**src/rtl/ahb_to_ri5cy.sv**
```systemverilog
// AHB-Lite slave bridging single transfers onto a RI5CY req/gnt/rvalid port.
// One transfer in flight; illegal or timed-out transfers get a two-cycle ERROR.
module ahb_to_ri5cy #(
    parameter int AHB_ADDR_WIDTH = 32,
    parameter int AHB_DATA_WIDTH = 32,
    parameter int TIMEOUT_CYCLES = 0
) (
    input  logic                      clk,
    input  logic                      rstn,
    input  logic                      hsel_i,
    input  logic [AHB_ADDR_WIDTH-1:0] haddr_i,
    input  logic                      hwrite_i,
    input  logic [2:0]                hsize_i,
    input  logic [1:0]                htrans_i,
    input  logic                      hready_i,
    input  logic [AHB_DATA_WIDTH-1:0] hwdata_i,
    output logic [AHB_DATA_WIDTH-1:0] hrdata_o,
    output logic                      hreadyout_o,
    output logic                      hresp_o,
    output logic                      req_o,
    output logic                      we_o,
    output logic [3:0]                be_o,
    output logic [31:0]               addr_o,
    output logic [31:0]               wdata_o,
    input  logic                      gnt_i,
    input  logic                      rvalid_i,
    input  logic [31:0]               rdata_i
);

    localparam logic [2:0] S_IDLE = 3'd0;
    localparam logic [2:0] S_REQ  = 3'd1;
    localparam logic [2:0] S_RVAL = 3'd2;
    localparam logic [2:0] S_RESP = 3'd3;
    localparam logic [2:0] S_ERR1 = 3'd4;
    localparam logic [2:0] S_ERR2 = 3'd5;

    localparam int CW = (TIMEOUT_CYCLES > 1) ? $clog2(TIMEOUT_CYCLES) : 1;
    localparam logic [CW-1:0] TO_LAST =
        CW'((TIMEOUT_CYCLES > 0) ? TIMEOUT_CYCLES - 1 : 0);

    logic [2:0]    r_state;
    logic [2:0]    w_nstate;
    logic          r_orphan;
    logic [CW-1:0] r_cnt;
    logic [31:0]   r_addr;
    logic          r_write;
    logic [3:0]    r_be;
    logic [31:0]   r_rdata;

    logic [31:0]   w_haddr;
    logic          w_acc;
    logic          w_illegal;
    logic [3:0]    w_be;
    logic          w_busy;
    logic          w_to;
    logic          w_unused;

    generate
        if (AHB_ADDR_WIDTH >= 32) begin : g_addr_trunc
            assign w_haddr = haddr_i[31:0];
        end else begin : g_addr_ext
            assign w_haddr = {{(32-AHB_ADDR_WIDTH){1'b0}}, haddr_i};
        end
    endgenerate

    assign w_unused  = htrans_i[0];
    assign w_acc     = hsel_i & hready_i & htrans_i[1]
                     & ((r_state == S_IDLE) | (r_state == S_RESP));
    assign w_illegal = (hsize_i > 3'd2)
                     | ((hsize_i == 3'd1) & w_haddr[0])
                     | ((hsize_i == 3'd2) & (|w_haddr[1:0]));

    always_comb begin
        w_be = 4'b1111;
        case (hsize_i[1:0])
            2'd0:    w_be = 4'b0001 << w_haddr[1:0];
            2'd1:    w_be = w_haddr[1] ? 4'b1100 : 4'b0011;
            default: w_be = 4'b1111;
        endcase
    end

    // The request is withheld while a stale response is still owed to us.
    assign w_busy = (r_state == S_REQ) & ~r_orphan;
    assign w_to   = (TIMEOUT_CYCLES != 0) & (r_cnt == TO_LAST);

    always_comb begin
        w_nstate = r_state;
        case (r_state)
            S_IDLE, S_RESP: begin
                if (w_acc)
                    w_nstate = w_illegal ? S_ERR1 : S_REQ;
                else
                    w_nstate = S_IDLE;
            end
            S_REQ: begin
                if (!r_orphan) begin
                    if (gnt_i)
                        w_nstate = S_RVAL;
                    else if (w_to)
                        w_nstate = S_ERR1;
                end
            end
            S_RVAL: begin
                if (rvalid_i)
                    w_nstate = S_RESP;
                else if (w_to)
                    w_nstate = S_ERR1;
            end
            S_ERR1:  w_nstate = S_ERR2;
            S_ERR2:  w_nstate = S_IDLE;
            default: w_nstate = S_IDLE;
        endcase
    end

    always_ff @(posedge clk or negedge rstn) begin
        if (!rstn) begin
            r_state  <= S_IDLE;
            r_orphan <= 1'b0;
            r_cnt    <= '0;
            r_addr   <= '0;
            r_write  <= 1'b0;
            r_be     <= '0;
            r_rdata  <= '0;
        end else begin
            r_state <= w_nstate;
            if (w_acc) begin
                r_addr  <= {w_haddr[31:2], 2'b00};
                r_write <= hwrite_i;
                r_be    <= w_be;
            end
            if ((r_state == S_RVAL) && rvalid_i && !r_write)
                r_rdata <= rdata_i;
            if ((r_state == S_RVAL) && !rvalid_i && w_to)
                r_orphan <= 1'b1;
            else if (rvalid_i)
                r_orphan <= 1'b0;
            if ((w_nstate == S_REQ) && (r_state != S_REQ))
                r_cnt <= '0;
            else if (w_busy || (r_state == S_RVAL))
                r_cnt <= r_cnt + 1'b1;
        end
    end

    assign hrdata_o    = r_rdata;
    assign hreadyout_o = (r_state == S_IDLE) | (r_state == S_RESP)
                       | (r_state == S_ERR2);
    assign hresp_o     = (r_state == S_ERR1) | (r_state == S_ERR2);
    assign req_o       = w_busy;
    assign we_o        = w_busy & r_write;
    assign be_o        = w_busy ? r_be : 4'b0000;
    assign addr_o      = r_addr;
    assign wdata_o     = hwdata_i;

endmodule

```
**config.mk**
```make
export PLATFORM = sky130hd
export DESIGN_NAME = ahb_to_ri5cy
export DESIGN_NICKNAME = d
export VERILOG_FILES = /design/src/rtl/ahb_to_ri5cy.sv
export SDC_FILE = /design/constraint.sdc
export NUM_CORES = 1
export LEC_CHECK = 0
export CAP_MARGIN = 40
export CORE_MARGIN = 8
export CORE_UTILIZATION = 30
export CTS_CLUSTER_DIAMETER = 60
export DETAILED_ROUTE_END_ITERATION = 8
export PLACE_DENSITY = 0.73
export SYNTH_ARGS = -nofsm -noshare
export SYNTH_HDL_FRONTEND = slang
export SYNTH_SLANG_ARGS = --single-unit
```
**constraint.sdc**
```tcl
create_clock -name clk -period 1.7 [get_ports clk]
set_input_delay 0.17 -clock clk [delete_from_list [all_inputs] [get_ports clk]]
set_output_delay 0.17 -clock clk [all_outputs]
set_load 0.1 [all_outputs]
```
==> flow_metrics.env, run 1 <==
export IMPL_synth_largest_area_cell="dfrtp_1"
export IMPL_endpoint_kind="flop"
export IMPL_cts_tree="yes"
export IMPL_async_reset_ff_frac=1.000
export IMPL_io_pins=212
export IMPL_ff2ff_path_depth=6
export IMPL_rsz0062_at_grt="true"
export IMPL_synth_seq_area_share=0.5668
export IMPL_cap_violations=0
export IMPL_synth_top_family_by_area="multiplexers"
export IMPL_maxSlewViolCount=0
export IMPL_violations="setup timing"
export IMPL_fin_crit_sh=1.050
export IMPL_dp_hpwl_mm=5.906
export IMPL_wirelength_mm=8.593
export IMPL_fin_crit_ns=1.785
export IMPL_ys_seq_elements=70
export IMPL_crit_fanout=10
export IMPL_skew_ns=0.008816
export IMPL_grt_pass1_vias=2442
export IMPL_ctsRootBufferMaster="clkbuf_8"
export IMPL_path_class="flop to flop"
export IMPL_routed_via_density=4.349
export IMPL_layout_nets=468
export IMPL_grt_overflow_total=0
export IMPL_yosysWarnings=0
export IMPL_yosysMostFrequentCell="dfrtp_1"
export IMPL_diodes=0
export IMPL_synthMuxAreaShare=0.2296
export IMPL_top_layer="met4"
export IMPL_synth_cells=223
export IMPL_synth_fa_ha_area_frac=0
export IMPL_clk_pin_slew_ns=0.07
export IMPL_wl_met2_mm=4.216
export IMPL_grt_usage=0.1159
export IMPL_synth_avg_cell_area_um2=13.86
export IMPL_synth_top_area_frac=0.5668
export IMPL_antenna_found_initial=0
export IMPL_clock_latency_ns=0.34
export IMPL_ctsLongestPathBuffers=2
export IMPL_drc=0
export IMPL_whs_ns=0.3400
export IMPL_yosysUniqueCellTypes=23
export IMPL_coreArea_um2=10180
export IMPL_hold_path_class="input pin to primary output"
export IMPL_drt_initial_drc_count=33
export IMPL_final_util=0.4822
export IMPL_die_h_um=117.5
export IMPL_yosys_top_cells_count="dfrtp_1, mux2_2, buf_4"
export IMPL_start_util=0.3034
export IMPL_dr_pass1_iters=4
export IMPL_synth_simple_area_share=0.06235
export IMPL_status="finished with violations"
export IMPL_die_area_um2=13810
export IMPL_setup_slack_ns=-0.08475
export IMPL_num_rows=37
export IMPL_grt_max_degree=71
export IMPL_grt_pass1_wl_mm=13.02
export IMPL_max_freq_mhz=560.3
export IMPL_cts_buffers=9
export IMPL_crit_required_ns=1.92
export IMPL_cp_start_kind="flop"
export IMPL_finalHoldViolCount=0
export IMPL_whs_path_depth=0
export IMPL_netlist_area_um2=3090
export IMPL_syn2layout_area_growth_pct=58.91
export IMPL_setup_viol=32
export IMPL_synth_ff_type="dfrtp_1"
export IMPL_portBuffers=144
export IMPL_postRouteAntennaNets=0
export IMPL_synth_edff_count=0
export IMPL_die_w_um=117.5
export IMPL_synth_compound_area_share=0.02429
export IMPL_wl_per_cell_um=17.15
export IMPL_arrival_ns=2.00
export IMPL_synth_xor_area_share=0.002834
export IMPL_cts_htree_levels=3
export IMPL_fillers=933
export IMPL_synth_area_leaders="dfrtp_1, mux2_2, buf_4"
export IMPL_drt_met1_wl_mm=3.376
export IMPL_met3WireLength_um=883
export IMPL_drive_gt1_frac=0.4959
export IMPL_gp_congestion=0.7198
export IMPL_num_vias=2179
export IMPL_clkSinkCount=70
flip-flops by register name, summed over array words and instances, names as in the netlist:
| register | flops |
|---|---|
| hrdata_o | 32 |
| r_write | 1 |
| r_state | 3 |
| r_be | 4 |
| addr_o | 30 |
cell usage in the layout (no fill, tap or decap), types with 2 or more instances in the layout:
master,Yosys,final
buf_6,8,7
clkdlybuf4s50_1,0,73
a31oi_1,3,3
a21oi_1,5,4
mux2_1,7,4
mux2_2,56,46
and2_4,0,5
dfrtp_1,70,70
nor2_1,13,12
o21ai_0,3,3
nand2b_1,4,2
clkinvlp_4,0,3
buf_4,34,69
nor2b_1,3,3
nand2_1,2,2
clkbuf_16,0,4
mux2_4,0,13
clkbuf_8,0,11
buf_12,0,12
conb_1,1,2
nand2b_4,0,2
kinds of logic after synthesis:
kind of cell           Yosys count
flip-flops                      70
multiplexers                    63
buffers and inverters           43
AND/OR/NAND/NOR                 32
AO/OA/AOI/OAI                   13
XOR/XNOR                         1
other                            1
layout make-up:
class | count | area [um2] | area share
clock buffers | 11 | 151.4 | 0.03083
well taps | 136 | 170.2 | 0.03465
multi-input cells | 111 | 1094 | 0.2227
flip-flops and latches | 70 | 1752 | 0.3567
clock inverters | 5 | 57.56 | 0.01172
inverters | 1 | 3.754 | 0.0007643
repair buffers | 167 | 1683 | 0.3427
layer usage:
layer / vias to the layer above / GRT usage
met5: - / 0
met4: 0 / 0.04724
met3: 11 / 0.06427
met2: 112 / 0.1872
met1: 1060 / 0.1233
li1: 996 / -
what timing repair did:
item	CTS	global route
resized for setup	6	20
gates cloned	0	5
hold endpoints to repair	70	0
buffers inserted	4	6
pin swaps	3	7
hold buffers	1	0
endpoints found under the setup margin	6	69
per-stage QoR:
stage	std cells	TNS (ns)	worst slack, ns	instance area, um2
final	501	-2.111	-0.08475	4911
after global routing	501	-4.536	-0.1430	4911
after CTS	490	-0.002207	-0.002207	4671
after detailed placement	470	-2.695	-0.1033	4415
after global placement	470	-2.324	-0.08471	4415
after floorplan	224	-1.375	-0.4517	3119
critical path: stages (launching register included):
cell	delay, ns
dfrtp_1	0.41
buf_4	0.14
nand4b_1	0.24
nor3_4	0.25
buf_4	0.15
clkbuf_16	0.15
mux2_2	0.33
worst paths after layout:
check / endpoint / slack, ns / start
min in group asynchronous: addr_o[3] / 0.41 / rstn
hold reg to reg: addr_o[17] / 0.49 / addr_o[17]
max in group asynchronous: hrdata_o[25] / 0.99 / rstn
setup reg to reg: addr_o[16] / -0.08 / r_state[2]
hold / removal: wdata_o[12] / 0.34 / hwdata_i[12]
setup / recovery: addr_o[16] / -0.08 / r_state[2]
Power of run 1 is not shown: default switching activity piles up to over one toggle a cycle in this logic, so the estimate is an artifact.
==> inputs of run 2 (changes only) <==
==> constraint.sdc (replaced) <==
create_clock -name clk -period 1.7 [get_ports clk]
set_input_delay 0.34 -clock clk [delete_from_list [all_inputs] [get_ports clk]]
set_output_delay 0.34 -clock clk [all_outputs]
set_load 0.1 [all_outputs]
==> run 2 against run 1 <==
Via count grew 2.2%; routed wire length grew 9.1%; clock skew grew 0.0050 ns; count of clock-buffer cells in the layout grew 1; the flow still finishes with violations (setup timing); critical path depth is the same; critical endpoint is now hrdata_o[10]; cell count shrank 0.60%; first-iteration DRC count shrank 3.0%; register-to-register slack gained 0.02 ns; global-route usage grew 0.36 points; hold slack lost 0.33 ns; sequential share of layout area shrank 5.2 points; maximum frequency grew 0.99%.
==> flow_metrics.env, run 2 (same netlist as run 1, synthesis figures left out) <==
export IMPL_status="finished with violations"
export IMPL_violations="setup timing"
export IMPL_start_util=0.3034
export IMPL_crit_fanout=8
export IMPL_maxSlewViolCount=0
export IMPL_crit_chain="buf_4 > nand2b_4 > nor4b_4 > buf_6 > clkbuf_16 > mux2_2"
export IMPL_die_w_um=117.5
export IMPL_mostFrequentLayoutCells="buf_12, clkdlybuf4s50_1, dfrtp_1"
export IMPL_routed_via_density=4.474
export IMPL_grt_max_degree=71
export IMPL_critPathLaunch="r_state[0]"
export IMPL_fin_crit_ns=1.767
export IMPL_crit_buf_inv=3
export IMPL_portBuffers=144
export IMPL_die_area_um2=13810
export IMPL_syn2layout_area_growth_pct=85.91
export IMPL_fillers=832
export IMPL_cts_tree="yes"
export IMPL_hold_path_class="input pin to async pin"
export IMPL_dr_pass1_iters=5
export IMPL_setup_viol=59
export IMPL_cp_start_kind="flop"
export IMPL_endpoint_kind="flop"
export IMPL_ctsHoldBuffers=0
export IMPL_drc=0
export IMPL_crit_required_ns=1.91
export IMPL_wirelength_mm=9.373
export IMPL_arrival_ns=1.98
export IMPL_gp_congestion=0.7403
export IMPL_die_h_um=117.5
export IMPL_ctsRootBufferMaster="clkbuf_8"
export IMPL_layout_nets=467
export IMPL_crit_path_top_delay_cell="dfrtp_1"
export IMPL_fin_crit_sh=1.040
export IMPL_pre_cts_ws_ns=-0.2274
export IMPL_rsz0062_at_grt="true"
export IMPL_max_stage_delay_ns=0.38
export IMPL_path_class="flop to flop"
export IMPL_r2r_start="r_state[0]"
export IMPL_final_common_cell="buf_12"
export IMPL_clkSinkCount=70
export IMPL_max_freq_mhz=565.9
export IMPL_cts_buffers=9
export IMPL_grt_util_met1=0.1200
export IMPL_dp_hpwl_mm=6.503
export IMPL_finalHoldViolCount=0
export IMPL_clock_latency_ns=0.33
export IMPL_met3_usage=0.07146
export IMPL_setup_slack_ns=-0.06717
export IMPL_wl_per_cell_um=18.82
export IMPL_grt_pass1_wl_mm=13.32
export IMPL_num_rows=37
export IMPL_drt_initial_drc_count=32
export IMPL_largest_reg_flops=32
export IMPL_grt_busiest_layer="met2"
export IMPL_cts_htree_levels=3
export IMPL_num_vias=2228
export IMPL_dp_cells=470
export IMPL_diodes=0
export IMPL_finalInstanceArea_um2=5746
export IMPL_skew_ns=0.01383
export IMPL_whs_ns=0.01404
export IMPL_grt_overflow_total=0
export IMPL_io_pins=212
export IMPL_clk_pin_slew_ns=0.08
export IMPL_coreArea_um2=10180
export IMPL_drive_gt1_frac=0.5083
export IMPL_antenna_found_initial=0
export IMPL_ctsLongestPathBuffers=2
export IMPL_use_met2=0.2015
export IMPL_grt_usage=0.1195
export IMPL_postRouteAntennaNets=0
export IMPL_cap_violations=0
export IMPL_crit_family="buffers and inverters"
export IMPL_grt_pass1_vias=2480
export IMPL_layout_cells_non_filler=498
export IMPL_dpl_instance_area_um2=5184
-- run 2: cell types whose count changed in the layout (fill, tap and decap cells not counted), moves of 2 or more --
cell / before / now
buf_4: 69 / 6
buf_12: 12 / 74
mux2_4: 13 / 28
mux2_2: 46 / 32
buf_6: 7 / 4
buf_8: 0 / 3
clkinvlp_4: 3 / 0
nor2b_1: 3 / 0
nor2b_4: 0 / 2
-- run 2: cell type report --
type / count / area [um2] / area share
timing repair buffer: 166 / 2477 / 0.4312
sequential: 70 / 1753 / 0.3051
multi-input combinational: 111 / 1176 / 0.2047
tap: 136 / 170.2 / 0.02962
clock buffer: 12 / 155.1 / 0.02700
clock inverter: 2 / 10.01 / 0.001742
inverter: 1 / 3.754 / 0.0006533
-- run 2: metal layers --
layer	vias to the layer above	part of all wire
li1	991	-
met5	-	0
met1	1105	0.37
met4	0	0.015
met3	23	0.10
met2	109	0.52
-- run 2: path summary, 6_finish.rpt --
path / slack, ns / cells after the start / end
setup / recovery: -0.07 / 6 / hrdata_o[10]
hold / removal: 0.01 / 2 / addr_o[7]
setup reg to reg: -0.07 / 6 / hrdata_o[10]
hold reg to reg: 0.54 / 2 / r_be[2]
max in group asynchronous: 1.35 / 2 / hrdata_o[22]
min in group clk: 0.54 / 2 / r_be[2]
-- run 2: per-stage QoR --
stage                 util  setup TNS (ns)
floorplan                -          -1.776
global placement    0.5090          -13.52
detailed placement  0.5090          -13.16
CTS                 0.5307          -2.180
global route        0.5641          -5.467
finish              0.5641          -1.924
-- run 2: repair_timing --
| item | CTS | global route |
|---|---|---|
| gates cloned | 0 | 7 |
| gates resized for setup | 5 | 45 |
| buffers inserted | 5 | 3 |
| pin swaps | 4 | 4 |
| setup endpoints to repair | 7 | 68 |
Power of run 2 is left out for the same reason.
==> inputs of run 3 (changes only) <==
- GPL_ROUTABILITY_DRIVEN: default -> 0
- PLACE_DENSITY: 0.73 -> 0.69
==> run 3 against run 2 <==
The flow still finishes with violations (setup timing); register-to-register slack worse by 0.03 ns; sequential share of layout area down 0.88 points; final area up 3.1%; non-clock buffer count up 7; count of clock-buffer cells in the layout down 2; cell count up 1.8%; global-route usage up 0.27 points; core utilization up 1.8 points; hold slack worse by 0.0024 ns; via count up 2.0%; critical path depth up 1; routed wire length up 3.1%.
==> flow_metrics.env, run 3 (same netlist as run 1, synthesis figures left out) <==
export IMPL_r2r_start="r_state[1]"
export IMPL_grt_pass1_wl_mm=13.42
export IMPL_cts_htree_levels=3
export IMPL_rsz0062_at_grt="true"
export IMPL_skew_ns=0.007051
export IMPL_portBuffers=144
export IMPL_crit_end="addr_o[10]"
export IMPL_max_stage_delay_ns=0.43
export IMPL_rr_endpoint="addr_o[10]"
export IMPL_fin_crit_sh=1.054
export IMPL_postRouteAntennaNets=0
export IMPL_largest_reg_flops=32
export IMPL_crit_required_ns=1.93
export IMPL_path_class="flop to flop"
export IMPL_cp_common_cell="buf_4"
export IMPL_regToRegSetupSlack_ns=-0.09
export IMPL_status="finished with violations"
export IMPL_setup_slack_ns=-0.09241
export IMPL_cts_buffers=9
export IMPL_violations="setup timing"
export IMPL_setup_viol=71
export IMPL_clkSinkCount=70
export IMPL_critPathLaunch="r_state[1]"
export IMPL_crit_chain="buf_4 > buf_4 > nor2b_4 > nor3_4 > buf_6 > clkbuf_16 > mux2_2"
export IMPL_clk_pin_slew_ns=0.08
export IMPL_hold_path_class="input pin to async pin"
export IMPL_grt_pass1_vias=2379
export IMPL_crit_path_top_delay_cell="dfrtp_2"
export IMPL_cap_violations=0
export IMPL_dp_hpwl_mm=6.508
export IMPL_grt_overflow_total=0
export IMPL_fin_crit_ns=1.792
export IMPL_fillers=800
export IMPL_num_rows=37
export IMPL_wl_per_cell_um=19.07
export IMPL_drc=0
export IMPL_grt_max_degree=71
export IMPL_finalHoldViolCount=0
export IMPL_drt_initial_drc_count=63
export IMPL_drive_gt1_frac=0.5337
export IMPL_coreArea_um2=10180
export IMPL_ctsLongestPathBuffers=2
export IMPL_crit_family="buffers and inverters"
export IMPL_start_util=0.3034
export IMPL_routed_via_density=4.481
export IMPL_ff2ff_path_depth=7
export IMPL_die_area_um2=13810
export IMPL_whs_ns=0.01162
export IMPL_antenna_found_initial=0
export IMPL_crit_buf_inv=4
export IMPL_mostFrequentLayoutCells="buf_12, clkdlybuf4s50_1, dfrtp_1"
export IMPL_clock_latency_ns=0.34
export IMPL_num_vias=2272
export IMPL_ctsRootBufferMaster="clkbuf_8"
export IMPL_final_common_cell="buf_12"
export IMPL_cp_depth=7
export IMPL_syn2layout_area_growth_pct=91.70
export IMPL_die_h_um=117.5
export IMPL_diodes=0
export IMPL_die_w_um=117.5
export IMPL_dr_pass1_iters=4
export IMPL_cp_start_kind="flop"
export IMPL_endpoint_kind="flop"
export IMPL_maxSlewViolCount=0
export IMPL_grt_usage=0.1222
export IMPL_crit_fanout=7
export IMPL_layout_nets=474
export IMPL_cts_tree="yes"
export IMPL_wirelength_mm=9.667
export IMPL_io_pins=212
export IMPL_max_freq_mhz=557.9
export IMPL_arrival_ns=2.02
-- run 3: how the worst min path moves through the flow --
stage / from / end / slack [ns] / cells after the start
3_5_place_dp: rstn / addr_o[11] / 0.41 / 2
3_3_place_gp: rstn / addr_o[9] / 0.40 / 2
6_report: rstn / addr_o[16] / 0.01 / 2
4_1_cts: rstn / addr_o[16] / 0.02 / 2
5_1_grt: rstn / addr_o[17] / 0.03 / 2
2_1_floorplan: rstn / addr_o[10] / 0.04 / 0
-- run 3: per-stage QoR --
stage	std cells	instance area [um2]	setup TNS (ns)	worst slack [ns]	utilization
floorplan	224	3124	-1.776	-0.3564	-
CTS	493	5470	-3.550	-0.1129	0.5371
global route	507	5924	-8.480	-0.1844	0.5817
global placement	470	5184	-11.81	-0.2477	0.5090
detailed placement	470	5184	-13.34	-0.2869	0.5090
finish	507	5924	-4.176	-0.09241	0.5817
-- run 3: final cells by class --
type / count / area, um2 / share of cell area
Timing Repair Buffer: 173 / 2525 / 0.4262
Clock buffer: 10 / 137.6 / 0.02323
Clock inverter: 6 / 61.31 / 0.01035
Multi-Input combinational cell: 111 / 1271 / 0.2146
Sequential cell: 70 / 1755 / 0.2963
Inverter: 1 / 3.754 / 0.0006336
Tap cell: 136 / 170.2 / 0.02872
-- run 3: what timing repair did --
action / in CTS / in global routing
cloned: 0 / 6
setup buffers: 7 / 8
hold buffers: 0 / 0
gates resized for setup: 12 / 72
endpoints found under the setup margin: 27 / 72
pin swaps: 5 / 5
-- run 3: layer usage --
metal / global-route usage / vias up / part of all wire
met3: 0.05324 / 23 / 0.080
met4: 0.06325 / 0 / 0.021
met2: 0.2044 / 95 / 0.51
met1: 0.1282 / 1145 / 0.39
met5: 0 / - / 0
li1: - / 1009 / -
Power of run 3 is left out for the same reason.
